$ cat src/rtl/cdb_arbiter_pkg.sv
// Shared constants for the common-data-bus arbiter: default widths,
// the reserved "no tag" value and the requester index map.
package cdb_arbiter_pkg;

  localparam int NREQ_DEF  = 3;
  localparam int TAG_W_DEF = 4;
  localparam int XLEN_DEF  = 32;
  localparam int RD_W      = 5;
  localparam int SRC_W     = 2;

  // Tag 0 means "no producer"; a result carrying it is never broadcast.
  localparam logic [TAG_W_DEF-1:0] TAG_NONE = '0;

  localparam logic [SRC_W-1:0] REQ_ALU = 2'd0;
  localparam logic [SRC_W-1:0] REQ_LSB = 2'd1;
  localparam logic [SRC_W-1:0] REQ_BR  = 2'd2;

  // Round-robin successor of a requester index, wrapping at nreq.
  function automatic logic [SRC_W-1:0] rr_next(input logic [SRC_W-1:0] idx,
                                                input int nreq);
    return ((int'(idx) + 1) >= nreq) ? '0 : idx + 2'd1;
  endfunction

endpackage

$ cat src/rtl/cdb_slot.sv
// One holding register for a single producer's result. A load with the
// reserved tag is swallowed: the slot stays empty.
module cdb_slot
  import cdb_arbiter_pkg::*;
#(
  parameter int TAG_W = TAG_W_DEF,
  parameter int XLEN  = XLEN_DEF
) (
  input  logic             clk_i,
  input  logic             rst_i,
  input  logic             flush_i,
  input  logic             load_i,
  input  logic             clear_i,
  input  logic [TAG_W-1:0] tag_i,
  input  logic [XLEN-1:0]  val_i,
  input  logic [XLEN-1:0]  addr_i,
  input  logic [RD_W-1:0]  rd_i,
  output logic             full_o,
  output logic [TAG_W-1:0] tag_o,
  output logic [XLEN-1:0]  val_o,
  output logic [XLEN-1:0]  addr_o,
  output logic [RD_W-1:0]  rd_o
);

  logic             full_q, full_d;
  logic [TAG_W-1:0] tag_q, tag_d;
  logic [XLEN-1:0]  val_q, val_d;
  logic [XLEN-1:0]  addr_q, addr_d;
  logic [RD_W-1:0]  rd_q, rd_d;

  // Next slot contents: flush beats load, a load replaces a granted entry.
  always_comb begin
    full_d = full_q;
    tag_d  = tag_q;
    val_d  = val_q;
    addr_d = addr_q;
    rd_d   = rd_q;
    if (flush_i) begin
      full_d = 1'b0;
    end else if (load_i) begin
      full_d = (tag_i != '0);
      tag_d  = tag_i;
      val_d  = val_i;
      addr_d = addr_i;
      rd_d   = rd_i;
    end else if (clear_i) begin
      full_d = 1'b0;
    end
  end

  // Slot register with synchronous reset.
  always_ff @(posedge clk_i) begin
    if (rst_i) begin
      full_q <= 1'b0;
      tag_q  <= '0;
      val_q  <= '0;
      addr_q <= '0;
      rd_q   <= '0;
    end else begin
      full_q <= full_d;
      tag_q  <= tag_d;
      val_q  <= val_d;
      addr_q <= addr_d;
      rd_q   <= rd_d;
    end
  end

  assign full_o = full_q;
  assign tag_o  = tag_q;
  assign val_o  = val_q;
  assign addr_o = addr_q;
  assign rd_o   = rd_q;

endmodule

$ cat src/rtl/cdb_arbiter.sv
// Round-robin arbiter sharing the common data bus between the ALU, the
// load/store buffer and the branch unit. One result is buffered per
// producer and one buffered result is broadcast per cycle, registered.
//
// Handshake: a producer result transfers on a rising edge where
// req_valid[i] && req_ready[i]. req_ready[i] does not depend on
// req_valid[i]; a producer holds its valid result until that transfer.
module cdb_arbiter
  import cdb_arbiter_pkg::*;
#(
  parameter int NREQ  = NREQ_DEF,
  parameter int TAG_W = TAG_W_DEF,
  parameter int XLEN  = XLEN_DEF
) (
  input  logic                  clk_in,
  input  logic                  rst_in,
  input  logic                  rdy_in,
  input  logic                  predict_fail,
  input  logic [NREQ-1:0]       req_valid,
  output logic [NREQ-1:0]       req_ready,
  input  logic [NREQ*TAG_W-1:0] req_tag,
  input  logic [NREQ*XLEN-1:0]  req_val,
  input  logic [NREQ*XLEN-1:0]  req_addr,
  input  logic [NREQ*RD_W-1:0]  req_rd,
  output logic                  cdb_active,
  output logic [TAG_W-1:0]      cdb_tag,
  output logic [XLEN-1:0]       cdb_val,
  output logic [XLEN-1:0]       cdb_addr,
  output logic [RD_W-1:0]       cdb_rd_idx,
  output logic [SRC_W-1:0]      cdb_src
);

  logic [NREQ-1:0]  slot_full;
  logic [TAG_W-1:0] slot_tag  [NREQ];
  logic [XLEN-1:0]  slot_val  [NREQ];
  logic [XLEN-1:0]  slot_addr [NREQ];
  logic [RD_W-1:0]  slot_rd   [NREQ];

  logic [NREQ-1:0]  grant;
  logic             win_found;
  logic [SRC_W-1:0] win_idx;
  logic [SRC_W-1:0] pos;
  logic [TAG_W-1:0] win_tag;
  logic [XLEN-1:0]  win_val;
  logic [XLEN-1:0]  win_addr;
  logic [RD_W-1:0]  win_rd;

  logic             flush;
  logic             accept_ok;

  logic             cdb_active_q, cdb_active_d;
  logic [TAG_W-1:0] cdb_tag_q, cdb_tag_d;
  logic [XLEN-1:0]  cdb_val_q, cdb_val_d;
  logic [XLEN-1:0]  cdb_addr_q, cdb_addr_d;
  logic [RD_W-1:0]  cdb_rd_q, cdb_rd_d;
  logic [SRC_W-1:0] cdb_src_q, cdb_src_d;
  logic [SRC_W-1:0] rr_ptr_q, rr_ptr_d;

  assign flush     = rdy_in && predict_fail;
  assign accept_ok = rdy_in && !rst_in && !predict_fail;
  assign req_ready = accept_ok ? (~slot_full | grant) : '0;

  for (genvar g = 0; g < NREQ; g++) begin : g_slot
    cdb_slot #(.TAG_W(TAG_W), .XLEN(XLEN)) u_slot (
      .clk_i   (clk_in),
      .rst_i   (rst_in),
      .flush_i (flush),
      .load_i  (req_valid[g] && req_ready[g]),
      .clear_i (rdy_in && !predict_fail && grant[g]),
      .tag_i   (req_tag[g*TAG_W +: TAG_W]),
      .val_i   (req_val[g*XLEN +: XLEN]),
      .addr_i  (req_addr[g*XLEN +: XLEN]),
      .rd_i    (req_rd[g*RD_W +: RD_W]),
      .full_o  (slot_full[g]),
      .tag_o   (slot_tag[g]),
      .val_o   (slot_val[g]),
      .addr_o  (slot_addr[g]),
      .rd_o    (slot_rd[g])
    );
  end

  // Rotating-priority pick: first full slot at rr_ptr, rr_ptr+1, ...
  always_comb begin
    win_found = 1'b0;
    win_idx   = '0;
    pos       = '0;
    win_tag   = '0;
    win_val   = '0;
    win_addr  = '0;
    win_rd    = '0;
    grant     = '0;
    for (int k = 0; k < NREQ; k++) begin
      pos = SRC_W'((int'(rr_ptr_q) + k) % NREQ);
      if (!win_found && slot_full[pos]) begin
        win_found  = 1'b1;
        win_idx    = pos;
        win_tag    = slot_tag[pos];
        win_val    = slot_val[pos];
        win_addr   = slot_addr[pos];
        win_rd     = slot_rd[pos];
        grant[pos] = 1'b1;
      end
    end
  end

  // Next broadcast and pointer; everything holds while rdy_in is low.
  always_comb begin
    cdb_active_d = cdb_active_q;
    cdb_tag_d    = cdb_tag_q;
    cdb_val_d    = cdb_val_q;
    cdb_addr_d   = cdb_addr_q;
    cdb_rd_d     = cdb_rd_q;
    cdb_src_d    = cdb_src_q;
    rr_ptr_d     = rr_ptr_q;
    if (rdy_in) begin
      if (predict_fail) begin
        cdb_active_d = 1'b0;
        rr_ptr_d     = '0;
      end else if (win_found) begin
        cdb_active_d = 1'b1;
        cdb_tag_d    = win_tag;
        cdb_val_d    = win_val;
        cdb_addr_d   = win_addr;
        cdb_rd_d     = win_rd;
        cdb_src_d    = win_idx;
        rr_ptr_d     = rr_next(win_idx, NREQ);
      end else begin
        cdb_active_d = 1'b0;
      end
    end
  end

  // Registered CDB outputs and round-robin pointer.
  always_ff @(posedge clk_in) begin
    if (rst_in) begin
      cdb_active_q <= 1'b0;
      cdb_tag_q    <= '0;
      cdb_val_q    <= '0;
      cdb_addr_q   <= '0;
      cdb_rd_q     <= '0;
      cdb_src_q    <= '0;
      rr_ptr_q     <= '0;
    end else begin
      cdb_active_q <= cdb_active_d;
      cdb_tag_q    <= cdb_tag_d;
      cdb_val_q    <= cdb_val_d;
      cdb_addr_q   <= cdb_addr_d;
      cdb_rd_q     <= cdb_rd_d;
      cdb_src_q    <= cdb_src_d;
      rr_ptr_q     <= rr_ptr_d;
    end
  end

  assign cdb_active = cdb_active_q;
  assign cdb_tag    = cdb_tag_q;
  assign cdb_val    = cdb_val_q;
  assign cdb_addr   = cdb_addr_q;
  assign cdb_rd_idx = cdb_rd_q;
  assign cdb_src    = cdb_src_q;

endmodule

$ cat config.mk
export PLATFORM = sky130hd
export DESIGN_NAME = cdb_arbiter
export DESIGN_NICKNAME = d
export VERILOG_FILES = /design/src/rtl/cdb_arbiter_pkg.sv /design/src/rtl/cdb_slot.sv /design/src/rtl/cdb_arbiter.sv
export SDC_FILE = /design/constraint.sdc
export NUM_CORES = 1
export LEC_CHECK = 0
export BUFFER_PORTS_ARGS = -buffer_cell sky130_fd_sc_hd__clkbuf_2
export CAP_MARGIN = 20
export CELL_PAD_IN_SITES_DETAIL_PLACEMENT = 0
export CELL_PAD_IN_SITES_GLOBAL_PLACEMENT = 1
export CORE_ASPECT_RATIO = 2
export CORE_MARGIN = 8
export CORE_UTILIZATION = 30
export DETAILED_ROUTE_END_ITERATION = 10
export GPL_TIMING_DRIVEN = 0
export MAX_ROUTING_LAYER = met4
export PLACE_DENSITY_LB_ADDON = 0.1
export SYNTH_ARGS = -nofsm -noshare
export SYNTH_HDL_FRONTEND = slang
export SYNTH_SLANG_ARGS = --single-unit
$ cat constraint.sdc
create_clock -name clk_in -period 5.5 [get_ports clk_in]
set_input_delay 0.825 -clock clk_in [delete_from_list [all_inputs] [get_ports clk_in]]
set_output_delay 0.825 -clock clk_in [all_outputs]
set_load 0.005 [all_outputs]
==> results of run 1 <==
state kept, by name, summed over array words and instances, names as in the netlist:
signal                count
cdb_rd_idx                5
g_slot.u_slot.val_o      96
rr_ptr_q                  2
cdb_addr                 32
g_slot.u_slot.tag_o      12
g_slot.u_slot.rd_o       15
cdb_active                1
g_slot.u_slot.full_o      3
g_slot.u_slot.addr_o     96
cdb_tag                   4
cdb_src                   2
cdb_val                  32
worst max-delay path by stage:
stage | start | endpoint | slack (ns) | cells past startpoint
6_report | rr_ptr_q[0] | req_ready[0] | 0.89 | 9
5_1_grt | rr_ptr_q[0] | req_ready[0] | 0.81 | 9
4_1_cts | rr_ptr_q[0] | req_ready[0] | 0.98 | 9
3_5_place_dp | rr_ptr_q[0] | req_ready[0] | 1.59 | 9
3_3_place_gp | rr_ptr_q[0] | req_ready[0] | 1.58 | 9
2_1_floorplan | rr_ptr_q[1] | req_ready[1] | 2.65 | 9
cell usage in the layout, fill, tap and decap left out, types with 46 or more instances in the layout:
master,netlist,layout
nand3b_1,64,64
nor2_1,266,266
buf_2,46,46
clkbuf_2,0,304
o211ai_1,80,80
nand2_1,190,190
a32o_1,47,47
clkbuf_1,126,132
mux2i_1,306,306
dfxtp_1,300,300
a21oi_1,229,229
cell type report:
cell class | count | share of cell area, %
Buffer | 201 | 4.731
Tap cell | 744 | 4.595
Clock buffer | 50 | 5.046
Multi-Input combinational cell | 1472 | 47.48
Antenna cell | 9 | 0.1112
Inverter | 16 | 0.2964
Sequential cell | 300 | 29.64
Clock inverter | 8 | 0.4941
Timing Repair Buffer | 306 | 7.603
worst max-delay path: stages (launching register included):
cell,delay (ns)
dfxtp_1,0.39
inv_1,0.08
ha_1,0.35
buf_2,0.26
buf_2,0.25
clkbuf_1,0.50
clkbuf_1,0.73
mux2i_1,0.20
a21oi_1,0.25
clkbuf_2,0.19
power groups by stage:
stage / registers (mW) / logic (mW) / clock network [mW]
2_1_floorplan: 2.29 / 0.242 / 0
3_3_place_gp: 2.31 / 0.479 / 0
3_5_place_dp: 2.31 / 0.481 / 0
4_1_cts: 2.26 / 0.483 / 2.47
5_1_grt: 2.27 / 0.518 / 2.54
6_report: 2.26 / 0.483 / 2.42
cell usage after synthesis (11+ instances only):
cell type  instances  area (sq um)
a32o_1            47         470.5
o31ai_1           12         90.09
nand2_1          190         713.2
nor2_1           266         998.5
dfxtp_1          300          6006
nand3b_1          64         480.5
o21ai_0           38         190.2
buf_2             46         230.2
nor3b_1           11         82.58
a31oi_1           11         68.82
nor3_1            22         110.1
nor2b_1           16         100.1
a21oi_1          229          1146
buf_6             19         214.0
inv_1             16         60.06
o211ai_1          80         600.6
or3_1             11         68.82
a211oi_1          41         307.8
o22ai_1           11         68.82
mux2i_1          306          3063
o221ai_1          43         376.6
clkbuf_1         126         473.0
o2bb2ai_1         18         157.7
cells by family after synthesis:
kind of cell,Yosys count
AND/OR/NAND/NOR,598
flip-flops,300
adder cells (fa/ha/maj),4
buffers and inverters,217
multiplexers,310
AO/OA/AOI/OAI,560
per-layer routing:
| metal | GRT usage [%] | vias to the layer above |
|---|---|---|
| met5 | - | - |
| met4 | 10.90 | 0 |
| met3 | 4.798 | 161 |
| met2 | 48.11 | 825 |
| met1 | 29.27 | 8344 |
| li1 | - | 7958 |
per-stage QoR:
| stage | utilization (%) | power [mW] | setup WS (ns) | hold slack, ns |
|---|---|---|---|---|
| 6_report | 36.76 | 5.169 | 0.8949 | 0.4657 |
| 5_1_grt | 36.76 | 5.330 | 0.8070 | 0.4773 |
| 4_1_cts | 36.72 | 5.215 | 0.9815 | 0.4604 |
| 3_5_place_dp | 34.69 | 2.794 | 1.588 | 0.4506 |
| 3_3_place_gp | 34.65 | 2.790 | 1.578 | 0.4490 |
| 2_1_floorplan | - | 2.530 | 2.652 | 0.4558 |
==> results.cfg, run 1 <==
[outcome]
outcome = finished clean

[synth]
synth_edf_count = 0
yosys.area_share.simple_pct = 16.04
ys_warn_count = 0
synth_top_family_by_area = compound AO/OA/AOI/OAI gates
synth-xor-area-share_pct = 0
synth_area_sq_mm = 0.01664
muxShareOfSynthArea_pct = 18.76
syn_nets = 2219
syn_area_per_cell_sq_um = 8.368
synth_compound_area_share_pct = 22.69
synth_cell_types = 53
ys.flop_type = dfxtp_1
ys_seq_area_share_pct = 36.08
synthAdderAreaFrac_pct = 0.3007
syn_inst = 1989
async_reset_ff_share_pct = 0
synth-seq-cells = 300

[final_layout]
syn_to_final_growth_pct = 21.73
stdcell_count = 3106
fin_nets = 2562
regArea_sq_mm = 0.006006
drive_above_1_share_pct = 18.44
fin_area_sq_mm = 0.02026
multi_input_area_sq_mm = 0.009619
fill_cells = 5868

[floorplan]
ios = 305
initial_core_util_pct = 30.20
std_cell_rows = 122
die_h_um = 349.1
dieArea_sq_mm = 0.06373
core_sq_mm = 0.05511
die-width_um = 182.6

[power]
p_leak_nw = 7.086
powerDensity_mw_per_mm2 = 255.1
power_frac_seq_pct = 43.8
power.share.combinational_pct = 9.3
clkPwrFrac_pct = 46.8
switching_share_pct = 27.04
power_switching_mw = 1.398
internal_power_mw = 3.771
vdd_drop_max_mv = 0.1754

[worst_setup_path]
path_max_fanout = 10
crit_type = register to primary output
worstPathRequired_ns = 4.68
r2r-end = cdb_addr[24]
rrSetupSlack_ns = 1.73
critPathCaptureType = primary output
r2r_start = rr_ptr_q[0]
worstPathArrival_ns = 3.78
r2r_cells = 9
cp-start-kind = register

[worst_hold_path]
min_to = cdb_addr[21]
hold_start = cdb_addr[21]
min_path_cells = 1
worstHoldPathType = register to register

[sta]
max_slew_margin_pct = 25.97
finalSetupViolations = 0
hold_viol = 0
finalSetupTns_ns = 0
clock_skew_ns = 0.02725
max_freq_mhz = 217.1
final_period_minus_worst_setup_slack_ns = 4.605
tightestPinTransition_ns = 1.110
finalMaxSlewViolations = 0
period_share_pct = 83.73
rsz0062_at_grt = false

[global_route]
antenna_found_initial = 9
grt_overflow = 0
grt_pass1_vias = 17560
grt_usage_pct = 27.05
grt_pass1_wl_um = 123400
grt_max_degree = 13

[detailed_routing]
drt-met1-wl_um = 33150
drc = 0
drt_iter0_drc = 1374
routed_wl_um = 86570
routed_via_density = 5.566
drt_pass1_iterations = 6
num_vias = 17290
wl_met2_um = 44360
wire_per_inst_um = 27.87
final_antenna_net_count = 0
routed.top_layer = met4
wl_met3_um = 5658

[clock_network]
ctsHoldBuffers = 0
cts-root-buf = clkbuf_16
cts_buffers = 35
cts_max_level = 2
clk_latency_ns = 0.56
ctsLongestPathBuffers = 3
clkSinkCount = 300
cts_tree = done
clk_pin_slew_worst_paths_ns = 0.06
cts-resized-gates = 0
cts_setup_buffers = 0

[flow_run]
drv_cap = 0

[place]
dp_cells = 3039
dpl_cell_area_sq_mm = 0.01911
gp_congestion = 0.9158
place_hpwl_um = 65600
portBuffers = 304
Note: power is estimated with default switching activity, not from simulation.
==> inputs of run 2 (changes only) <==
- clock period: 5.5 -> 4.03 ns (I/O delays scaled with it)
==> results.cfg, run 2 (same netlist as run 1, synthesis figures left out) <==
[detailed_routing]
drt_pass1_iterations = 6
drt_iter0_drc = 1371
routed_wl_um = 86570
num_vias = 17360
wire_per_inst_um = 27.87
routed_via_density = 5.589
final_antenna_net_count = 0
drc = 0

[floorplan]
std_cell_rows = 122
ios = 305
core_sq_mm = 0.05511
die-width_um = 182.6
dieArea_sq_mm = 0.06373
initial_core_util_pct = 30.20
die_h_um = 349.1

[worst_hold_path]
min_path_cells = 3
worstHoldPathType = input port to register
min_to = g_slot[2].u_slot.val_o[30]
hold_start = req_val[94]

[place]
place_hpwl_um = 65600
dp_cells = 3039
gp_congestion = 0.9158
portBuffers = 304

[worst_setup_path]
critPathCaptureType = register
r2r_start = rr_ptr_q[0]
path_max_fanout = 19
startpoint = rr_ptr_q[0]
cp-start-kind = register
rrSetupSlack_ns = 0.17
worstPathRequired_ns = 4.47
worstPathArrival_ns = 4.30
crit_type = register to register
r2r-end = cdb_val[2]
r2r_cells = 9

[global_route]
grt_overflow = 0
grt_usage_pct = 27.05
grt_max_degree = 13
grt_pass1_wl_um = 123400
grt_pass1_vias = 17560
antenna_found_initial = 9

[sta]
max_slew_margin_pct = 27.18
clock_skew_ns = 0.02788
tightestPinTransition_ns = 1.092
rsz0062_at_grt = false
max_freq_mhz = 258.8
finalMaxSlewViolations = 0
finalSetupTns_ns = 0
hold_viol = 0
final_period_minus_worst_setup_slack_ns = 3.865
finalSetupViolations = 0
period_share_pct = 95.89

[final_layout]
stdcell_count = 3106
syn_to_final_growth_pct = 21.80
fin_nets = 2562
mostFrequentLayoutCells = mux2i_1 (306), clkbuf_2 (305), dfxtp_1 (300)
drive_above_1_share_pct = 18.53
mostFrequentLayoutCell = mux2i_1

[flow_run]
drv_cap = 0

[power]
p_leak_nw = 7.093
powerDensity_mw_per_mm2 = 347.7
vdd_drop_max_mv = 0.2379
power.share.combinational_pct = 9.4
power_frac_seq_pct = 43.9
power_switching_mw = 1.901
clkPwrFrac_pct = 46.8
switching_share_pct = 26.97
internal_power_mw = 5.147

[clock_network]
clkSinkCount = 300
ctsLongestPathBuffers = 3
ctsHoldBuffers = 0
cts_buffers = 35
cts-root-buf = clkbuf_16
clk_latency_ns = 0.55
clk_pin_slew_worst_paths_ns = 0.06
cts_tree = done
cts_max_level = 2

[outcome]
outcome = finished clean
[run 2: cell counts in the layout (fill, tap and decap cells not counted)]
No cell type changed its count.
[run 2: layer usage]
metal,GRT usage [%],part of all wire (%),vias up
met3,4.798,6.2,167
met1,29.27,38,8411
met2,48.11,51,828
met5,-,0,-
li1,-,-,7952
met4,10.90,4.0,0
[run 2: worst max-delay path by stage]
stage / endpoint / slack [ns]
final: cdb_val[2] / 0.17
after global routing: req_ready[1] / 0.05
after CTS: req_ready[1] / 0.03
after detailed placement: req_ready[0] / 0.34
after global placement: req_ready[0] / 0.33
after floorplan: req_ready[1] / 1.40
[run 2: area by class of cell]
type                       instances  area [sq um]
clock buffer                      50          1022
fill                            5869         34830
tap                              744         930.9
inverter                          16         60.06
multi-input combinational       1472          9619
timing repair buffer             307          1548
antenna                            9         22.52
buffer                           200         963.4
clock inverter                     8         100.1
sequential                       300          6006
[run 2: repair_timing]
item / 4_1_cts / 5_1_grt
gates resized for setup: 3 / 1
setup endpoints to repair: 2 / 2
setup buffers: 0 / 1
[run 2: power by group through the flow]
stage          clock network (mW)  registers, mW  logic [mW]
2_1_floorplan                   0           3.12       0.330
3_3_place_gp                    0           3.15       0.653
3_5_place_dp                    0           3.16       0.657
4_1_cts                      3.37           3.09       0.660
5_1_grt                      3.47           3.10       0.707
6_report                     3.30           3.09       0.660
[run 2: worst max-delay path, cell delays in order (launching register included)]
cell and delay, ns:
dfxtp_1 0.38, inv_1 0.08, ha_1 0.34, buf_2 0.25, buf_2 0.41, o21a_1 0.21
clkbuf_1 0.81, buf_1 0.69, o221ai_1 0.26, a32o_1 0.31
[run 2: metrics by stage]
stage	setup slack, ns	hold slack, ns	power (mW)	instance area (sq um)	util (%)
after floorplan	1.403	0.4558	3.453	16640	-
after CTS	0.02883	0.2399	7.117	20240	36.74
after global placement	0.3289	0.4490	3.808	19100	34.65
final	0.1655	0.2614	7.048	20270	36.79
after detailed placement	0.3381	0.4506	3.813	19110	34.69
after global routing	0.05134	0.2663	7.275	20270	36.79
